===== src/rtl/udp_img_rx_parser.sv =====
// Receive-side image parser: validates the 32-byte UDP image header and repacks
// B,G,R payload bytes into {R,G,B,8'h00} pixel words for the SDRAM write FIFO.
module udp_img_rx_parser #(
    parameter logic [31:0] MAGIC       = 32'hAA0055FF,
    parameter int          IMG_WIDTH   = 640,
    parameter int          IMG_HEIGHT  = 480,
    parameter int          FRAME_SIZE  = 636,
    parameter int          LAST_SIZE   = 36,
    parameter int          FRAME_TOTAL = 1450
) (
    input  logic        clk,
    input  logic        rst_n,
    input  logic        i_app_rx_data_valid,
    input  logic [7:0]  i_app_rx_data,
    input  logic [15:0] i_app_rx_data_length,
    output logic        o_write_req,
    input  logic        i_write_req_ack,
    output logic        o_write_en,
    output logic [31:0] o_write_data,
    output logic        o_pic_done,
    output logic [31:0] o_pic_seq_out,
    output logic        o_err_magic,
    output logic        o_err_len,
    output logic        o_err_seq,
    output logic [15:0] o_pkt_drop_cnt
);

    // state    | meaning
    // S_IDLE   | waiting for byte 0 of a packet
    // S_HEADER | collecting header bytes 1..31, validated on byte 31
    // S_PAYLOAD| repacking B,G,R triplets into pixel words
    // S_DISCARD| swallowing the rest of a rejected packet
    typedef enum logic [1:0] {S_IDLE, S_HEADER, S_PAYLOAD, S_DISCARD} state_t;

    localparam logic [31:0] LP_WIDTH      = 32'(IMG_WIDTH);
    localparam logic [31:0] LP_HEIGHT     = 32'(IMG_HEIGHT);
    localparam logic [31:0] LP_FRAME_SIZE = 32'(FRAME_SIZE);
    localparam logic [31:0] LP_LAST_SIZE  = 32'(LAST_SIZE);
    localparam logic [31:0] LP_LAST_SEQ   = 32'(FRAME_TOTAL - 1);

    state_t r_state, w_state_nxt;

    logic [15:0]  r_byte_cnt;
    logic [247:0] r_hdr;
    logic [1:0]   r_byte_sel;
    logic [7:0]   r_b;
    logic [7:0]   r_g;
    logic         r_in_pic;
    logic [31:0]  r_exp_seq;
    logic         r_cur_last;
    logic [31:0]  r_pic_seq;

    logic         r_write_req;
    logic         r_write_en;
    logic [31:0]  r_write_data;
    logic         r_pic_done;
    logic [31:0]  r_pic_seq_out;
    logic         r_err_magic;
    logic         r_err_len;
    logic         r_err_seq;
    logic [15:0]  r_drop_cnt;

    logic [255:0] w_hdr;
    logic [31:0]  w_magic, w_width, w_height, w_picseq, w_framseq, w_w7;
    logic [16:0]  w_cnt_inc;
    logic         w_pkt_end;
    logic         w_last_frame;
    logic [31:0]  w_exp_size;
    logic         w_bad_magic, w_bad_len, w_seq_start, w_seq_next;
    logic         w_err_magic, w_err_len, w_err_seq, w_accept, w_drop;

    // Byte 31 is still on the bus during validation, so it completes W7 directly.
    assign w_hdr     = {i_app_rx_data, r_hdr};
    assign w_magic   = w_hdr[31:0];
    assign w_width   = w_hdr[63:32];
    assign w_height  = w_hdr[95:64];
    assign w_picseq  = w_hdr[191:160];
    assign w_framseq = w_hdr[223:192];
    assign w_w7      = w_hdr[255:224];

    assign w_cnt_inc = {1'b0, r_byte_cnt} + 17'd1;
    assign w_pkt_end = i_app_rx_data_valid && (w_cnt_inc >= {1'b0, i_app_rx_data_length});

    assign w_last_frame = (w_framseq == LP_LAST_SEQ);
    assign w_exp_size   = w_last_frame ? LP_LAST_SIZE : LP_FRAME_SIZE;
    assign w_bad_magic  = (w_magic != MAGIC) || (w_width != LP_WIDTH) || (w_height != LP_HEIGHT);
    assign w_bad_len    = (w_w7 != w_exp_size) ||
                          ((w_w7 + 32'd32) != {16'd0, i_app_rx_data_length});
    assign w_seq_start  = (w_framseq == 32'd0);
    assign w_seq_next   = r_in_pic && (w_framseq == r_exp_seq);

    always_comb begin
        w_state_nxt = r_state;
        w_err_magic = 1'b0;
        w_err_len   = 1'b0;
        w_err_seq   = 1'b0;
        w_accept    = 1'b0;
        case (r_state)
            S_IDLE: begin
                if (i_app_rx_data_valid) begin
                    if (i_app_rx_data_length < 16'd32) begin
                        w_err_len   = 1'b1;
                        w_state_nxt = w_pkt_end ? S_IDLE : S_DISCARD;
                    end else begin
                        w_state_nxt = S_HEADER;
                    end
                end
            end
            S_HEADER: begin
                if (i_app_rx_data_valid && (r_byte_cnt == 16'd31)) begin
                    if (w_bad_magic)
                        w_err_magic = 1'b1;
                    else if (w_bad_len)
                        w_err_len = 1'b1;
                    else if (!(w_seq_start || w_seq_next))
                        w_err_seq = 1'b1;
                    else
                        w_accept = 1'b1;
                    if (w_pkt_end)
                        w_state_nxt = S_IDLE;
                    else
                        w_state_nxt = w_accept ? S_PAYLOAD : S_DISCARD;
                end
            end
            S_PAYLOAD: begin
                if (w_pkt_end)
                    w_state_nxt = S_IDLE;
            end
            S_DISCARD: begin
                if (w_pkt_end)
                    w_state_nxt = S_IDLE;
            end
            default: w_state_nxt = S_IDLE;
        endcase
    end

    assign w_drop = w_err_magic || w_err_len || w_err_seq;

    always_ff @(posedge clk or negedge rst_n) begin
        if (!rst_n)
            r_state <= S_IDLE;
        else
            r_state <= w_state_nxt;
    end

    always_ff @(posedge clk or negedge rst_n) begin
        if (!rst_n) begin
            r_byte_cnt    <= '0;
            r_hdr         <= '0;
            r_byte_sel    <= '0;
            r_b           <= '0;
            r_g           <= '0;
            r_in_pic      <= 1'b0;
            r_exp_seq     <= '0;
            r_cur_last    <= 1'b0;
            r_pic_seq     <= '0;
            r_write_req   <= 1'b0;
            r_write_en    <= 1'b0;
            r_write_data  <= '0;
            r_pic_done    <= 1'b0;
            r_pic_seq_out <= '0;
            r_err_magic   <= 1'b0;
            r_err_len     <= 1'b0;
            r_err_seq     <= 1'b0;
            r_drop_cnt    <= '0;
        end else begin
            r_write_en  <= 1'b0;
            r_pic_done  <= 1'b0;
            r_err_magic <= w_err_magic;
            r_err_len   <= w_err_len;
            r_err_seq   <= w_err_seq;

            if (i_app_rx_data_valid)
                r_byte_cnt <= w_pkt_end ? 16'd0 : w_cnt_inc[15:0];

            if (i_app_rx_data_valid && ((r_state == S_IDLE) || (r_state == S_HEADER)))
                r_hdr <= w_hdr[255:8];

            if (w_drop && (r_drop_cnt != 16'hFFFF))
                r_drop_cnt <= r_drop_cnt + 16'd1;

            if (w_err_seq)
                r_in_pic <= 1'b0;

            if (w_accept) begin
                r_byte_sel <= 2'd0;
                r_cur_last <= w_last_frame;
                if (w_seq_start) begin
                    r_in_pic  <= 1'b1;
                    r_exp_seq <= 32'd1;
                    r_pic_seq <= w_picseq;
                end else begin
                    r_exp_seq <= r_exp_seq + 32'd1;
                end
            end

            // A new picture request takes precedence over an ack in the same cycle.
            if (w_accept && w_seq_start)
                r_write_req <= 1'b1;
            else if (i_write_req_ack)
                r_write_req <= 1'b0;

            if ((r_state == S_PAYLOAD) && i_app_rx_data_valid) begin
                case (r_byte_sel)
                    2'd0: begin
                        r_b        <= i_app_rx_data;
                        r_byte_sel <= 2'd1;
                    end
                    2'd1: begin
                        r_g        <= i_app_rx_data;
                        r_byte_sel <= 2'd2;
                    end
                    2'd2: begin
                        r_write_data <= {i_app_rx_data, r_g, r_b, 8'h00};
                        r_write_en   <= 1'b1;
                        r_byte_sel   <= 2'd0;
                    end
                    default: r_byte_sel <= 2'd0;
                endcase
                if (w_pkt_end && r_cur_last) begin
                    r_pic_done    <= 1'b1;
                    r_pic_seq_out <= r_pic_seq;
                    r_in_pic      <= 1'b0;
                end
            end
        end
    end

    assign o_write_req    = r_write_req;
    assign o_write_en     = r_write_en;
    assign o_write_data   = r_write_data;
    assign o_pic_done     = r_pic_done;
    assign o_pic_seq_out  = r_pic_seq_out;
    assign o_err_magic    = r_err_magic;
    assign o_err_len      = r_err_len;
    assign o_err_seq      = r_err_seq;
    assign o_pkt_drop_cnt = r_drop_cnt;

endmodule

===== config.mk =====
export PLATFORM = sky130hd
export DESIGN_NAME = udp_img_rx_parser
export DESIGN_NICKNAME = d
export VERILOG_FILES = /design/src/rtl/udp_img_rx_parser.sv
export SDC_FILE = /design/constraint.sdc
export NUM_CORES = 1
export LEC_CHECK = 0
export BUFFER_PORTS_ARGS = -buffer_cell sky130_fd_sc_hd__buf_2
export CORE_MARGIN = 2
export CORE_UTILIZATION = 40
export CTS_CLUSTER_DIAMETER = 50
export DETAILED_ROUTE_END_ITERATION = 6
export SLEW_MARGIN = 20
export SYNTH_ARGS = -nofsm -noshare
export SYNTH_HDL_FRONTEND = slang
export SYNTH_SLANG_ARGS = --single-unit

===== constraint.sdc =====
create_clock -name clk -period 4.6 [get_ports clk]
set_input_delay 0.69 -clock clk [delete_from_list [all_inputs] [get_ports clk]]
set_output_delay 0.69 -clock clk [all_outputs]
set_load 0.01 [all_outputs]

==> summary.txt <==
Place
  – Placer Congestion: 0.861
  – Post-DP HPWL: 26,800 um
  – Port Buffers: 105

Finish
  – Final #Nets: 1,674
  – Area grow syn2layout: 15.7%
  – Share of layout cells above drive strength 1: 0.329
  – Post-layout util: 0.465
  – Diodes inserted: 0

Detailed routing
  – DR iter-0 viols: 861
  – Via density per instance: 5.37
  – Vias: 12,258
  – Drt first pass iters: 5
  – Post-DRT Antenna Nets: 0
  – Routed WL per cell: 17.8 um
  – Wirelength, routed: 40,700 um
  – Residual DRC: 0

Worst hold path
  – Hold Crit Class: input pin to asynchronous set/reset pin

Global route
  – First-pass GRT wire length: 67,300 um
  – Initial antenna violation count: 0
  – Largest net degree at the start of global routing: 170
  – Total gr overflow: 0
  – All-Layer GR Usage: 0.167
  – Vias in the first global route: 12,340

Logic synthesis
  – Number of synthesized flops with an enable pin: 0
  – FF+latch count, synth: 428
  – Cell variety after synth: 70
  – Ys Warns: 0
  – Async SR Flop Fraction: 1.00
  – Synth Cell Area: 19,100 um^2
  – Synth Instances: 1,521
  – Ys flop type: dfrtp_1
  – Synthesized area per cell: 12.5 um^2
  – Sequential share of the synthesized area: 0.561

Power
  – Power Dens Cells: 560 nW/um^2
  – Clock power share: 0.341
  – Psw: 3.56 mW
  – Worst VDD drop: 0.296 mV
  – Gate power share: 0.182
  – P_leak: 10.3 nW
  – Sw frac: 0.288
  – Internal power: 8.80 mW
  – Sequential share of power: 0.477
  – Pwr Total: 12.4 mW

Clock tree
  – CTS tree: yes
  – Clk sinks: 428
  – H-Tree Level Count: 2
  – Hold Buf Count CTS: 0
  – Root Buffer: clkbuf_16
  – Clock Tree Buf Depth: 3
  – Total CTS buffers: 50
  – Clk Latency, worst-skew pair: 580 ps
  – Post-CTS Setup Inserts: 0
  – Clock transition at path regs: 60 ps
  – PostCTS Resize Cnt: 0

Critical path
  – CP endpoint kind: register
  – Startpoint types: register
  – Critical Path RT: 5050 ps
  – Worst Path Arrival: 4450 ps
  – Worst-path fanout max: 34
  – Critical path class: register to register

Die
  – Num ports: 114
  – Std cell rows: 80
  – Die Footprint: 49,500 um^2
  – Die Wd: 222 um
  – Die Y: 222 um
  – Initial core utilization: 0.402
  – Core area: 47,400 um^2

Run
  – Max Cap Viol: 0

STA
  – Final period demand of the worst path: 3990 ps
  – Fin crit share: 0.868
  – Fmax: 0.250 GHz
  – Worst slew margin: 0.307
  – Setup violators final: 0
  – Worst Clk Skew: 15.8 ps
  – Worst-Margin Slew: 1040 ps
  – Max Slew Vio Count: 0
  – Setup TNS: 0 ps
  – RSZ-0062 raised after global routing: no
  – Count of final hold-check violations: 0

Outcome
  – Status: completed
==> cells in the mapped netlist (8+ instances only) <==
cell type	count	area (um^2)
mux2_2	327	3680
o21ai_0	54	270
nand4_1	34	213
ha_1	20	250
nand3_1	33	165
or4_1	8	60.1
nand2_1	118	443
dfrtp_1	428	10700
a22o_1	12	105
clkbuf_1	57	214
nor4b_1	11	96.3
xor2_1	43	377
nor3_1	12	60.1
a21oi_1	16	80.1
nor2_1	48	180
o31ai_1	24	180
and2_1	8	50.1
xnor2_1	28	245
inv_1	34	128
buf_4	8	60.1
and4_1	14	123
and3_1	30	188
nor4_1	47	294
==> critical path, stage by stage, from the launching register on <==
cell and delay, ps:
dfrtp_1 460, nand4_1 140, nor3_1 440, and3_1 240
and3_1 240, xor2_1 210, ha_1 280, a21o_1 160
a211oi_1 230, o21ai_0 110, a221oi_1 320, o21a_1 330
nor3b_4 80, buf_4 270, mux2_2 330
==> power groups by stage <==
stage / sequential (mW) / combinational, mW / clock, mW
5_1_grt: 6.06 / 2.49 / 4.49
3_3_place_gp: 5.92 / 2.20 / 0
3_5_place_dp: 5.95 / 2.26 / 0
2_1_floorplan: 5.45 / 1.98 / 0
4_1_cts: 5.89 / 2.28 / 4.34
6_report: 5.89 / 2.25 / 4.22
==> sequential cells by signal, indices dropped and copies added (netlist names) <==
register        count
r_pic_seq          32
r_byte_cnt         16
o_pic_seq_out      32
o_write_en          1
r_b                 8
o_pkt_drop_cnt     16
o_err_seq           1
r_in_pic            1
o_err_len           1
r_hdr             248
r_state             2
r_g                 8
r_byte_sel          2
o_err_magic         1
o_write_data       24
o_write_req         1
r_cur_last          1
o_pic_done          1
r_exp_seq          32
==> area by class of cell <==
| class | count | area [um^2] |
|---|---|---|
| Fill cell | 4318 | 25400 |
| Sequential cell | 428 | 10700 |
| Multi-Input combinational cell | 991 | 7940 |
| Clock buffer | 76 | 1530 |
| Tap cell | 615 | 769 |
| Timing Repair Buffer | 120 | 718 |
| Clock inverter | 17 | 272 |
| Inverter | 35 | 131 |
==> cell usage in the layout, fill, tap and decap left out, types with 9 or more instances in the layout <==
cell       Yosys  final
nor2_1        48     47
o31ai_1       24     24
and3_1        30     30
and4_1        14     14
nand4_1       34     34
nor4b_1       11     11
clkbuf_16      0     53
buf_4          8      9
clkbuf_1      57     11
nor4_1        47     47
a21oi_1       16     16
nand2_1      118    118
a22o_1        12     12
dfrtp_1      428    428
xnor2_1       28     28
nor3_1        12     12
mux2_2       327    327
nand3_1       33     33
clkbuf_8       0     12
xor2_1        43     43
o21ai_0       54     54
inv_1         34     34
buf_2          5    104
ha_1          20     20
==> path summary, 6_finish.rpt <==
check,startpoint,end,slack (ps),depth (start not counted)
setup / recovery,r_byte_cnt[2]$_DFFE_PN0P_,o_pic_seq_out[22]$_DFFE_PN0P_,610,14
hold / removal,rst_n,r_hdr[190]$_DFFE_PN0P_,200,1
setup reg to reg,r_byte_cnt[2]$_DFFE_PN0P_,o_pic_seq_out[22]$_DFFE_PN0P_,610,14
hold reg to reg,r_b[0]$_DFFE_PN0P_,o_write_data[8]$_DFFE_PN0P_,460,2
max in group asynchronous,rst_n,r_hdr[45]$_DFFE_PN0P_,3380,2
min in group clk,i_write_req_ack,o_write_req$_DFFE_PN0P_,320,2
==> layer usage <==
| layer | share of wire | track usage | vias up |
|---|---|---|---|
| li1 | - | - | 5730 |
| met1 | 0.50 | 0.247 | 6204 |
| met2 | 0.44 | 0.248 | 265 |
| met3 | 0.045 | 0.0290 | 59 |
| met4 | 0.019 | 0.0515 | 0 |
| met5 | 0 | 0 | - |
==> cell families after synthesis <==
kind of cell	Yosys count	synth area share
multiplexers	331	0.195
XOR/XNOR	71	0.0326
flip-flops	428	0.561
buffers and inverters	109	0.0245
adder cells (fa/ha/maj)	20	0.0131
AO/OA/AOI/OAI	153	0.0535
AND/OR/NAND/NOR	408	0.119
other	1	0.000197
==> per-stage QoR <==
step           area, um^2  hold WS [ps]  instances  setup slack [ps]
2_1_floorplan       19100           394       1528              1110
3_3_place_gp        20300           442       2188               710
3_5_place_dp        20300           453       2188               682
4_1_cts             22100           233       2281               643
5_1_grt             22100           272       2282               314
6_report            22100           199       2282               605
Power figures use the tool's default switching activity.
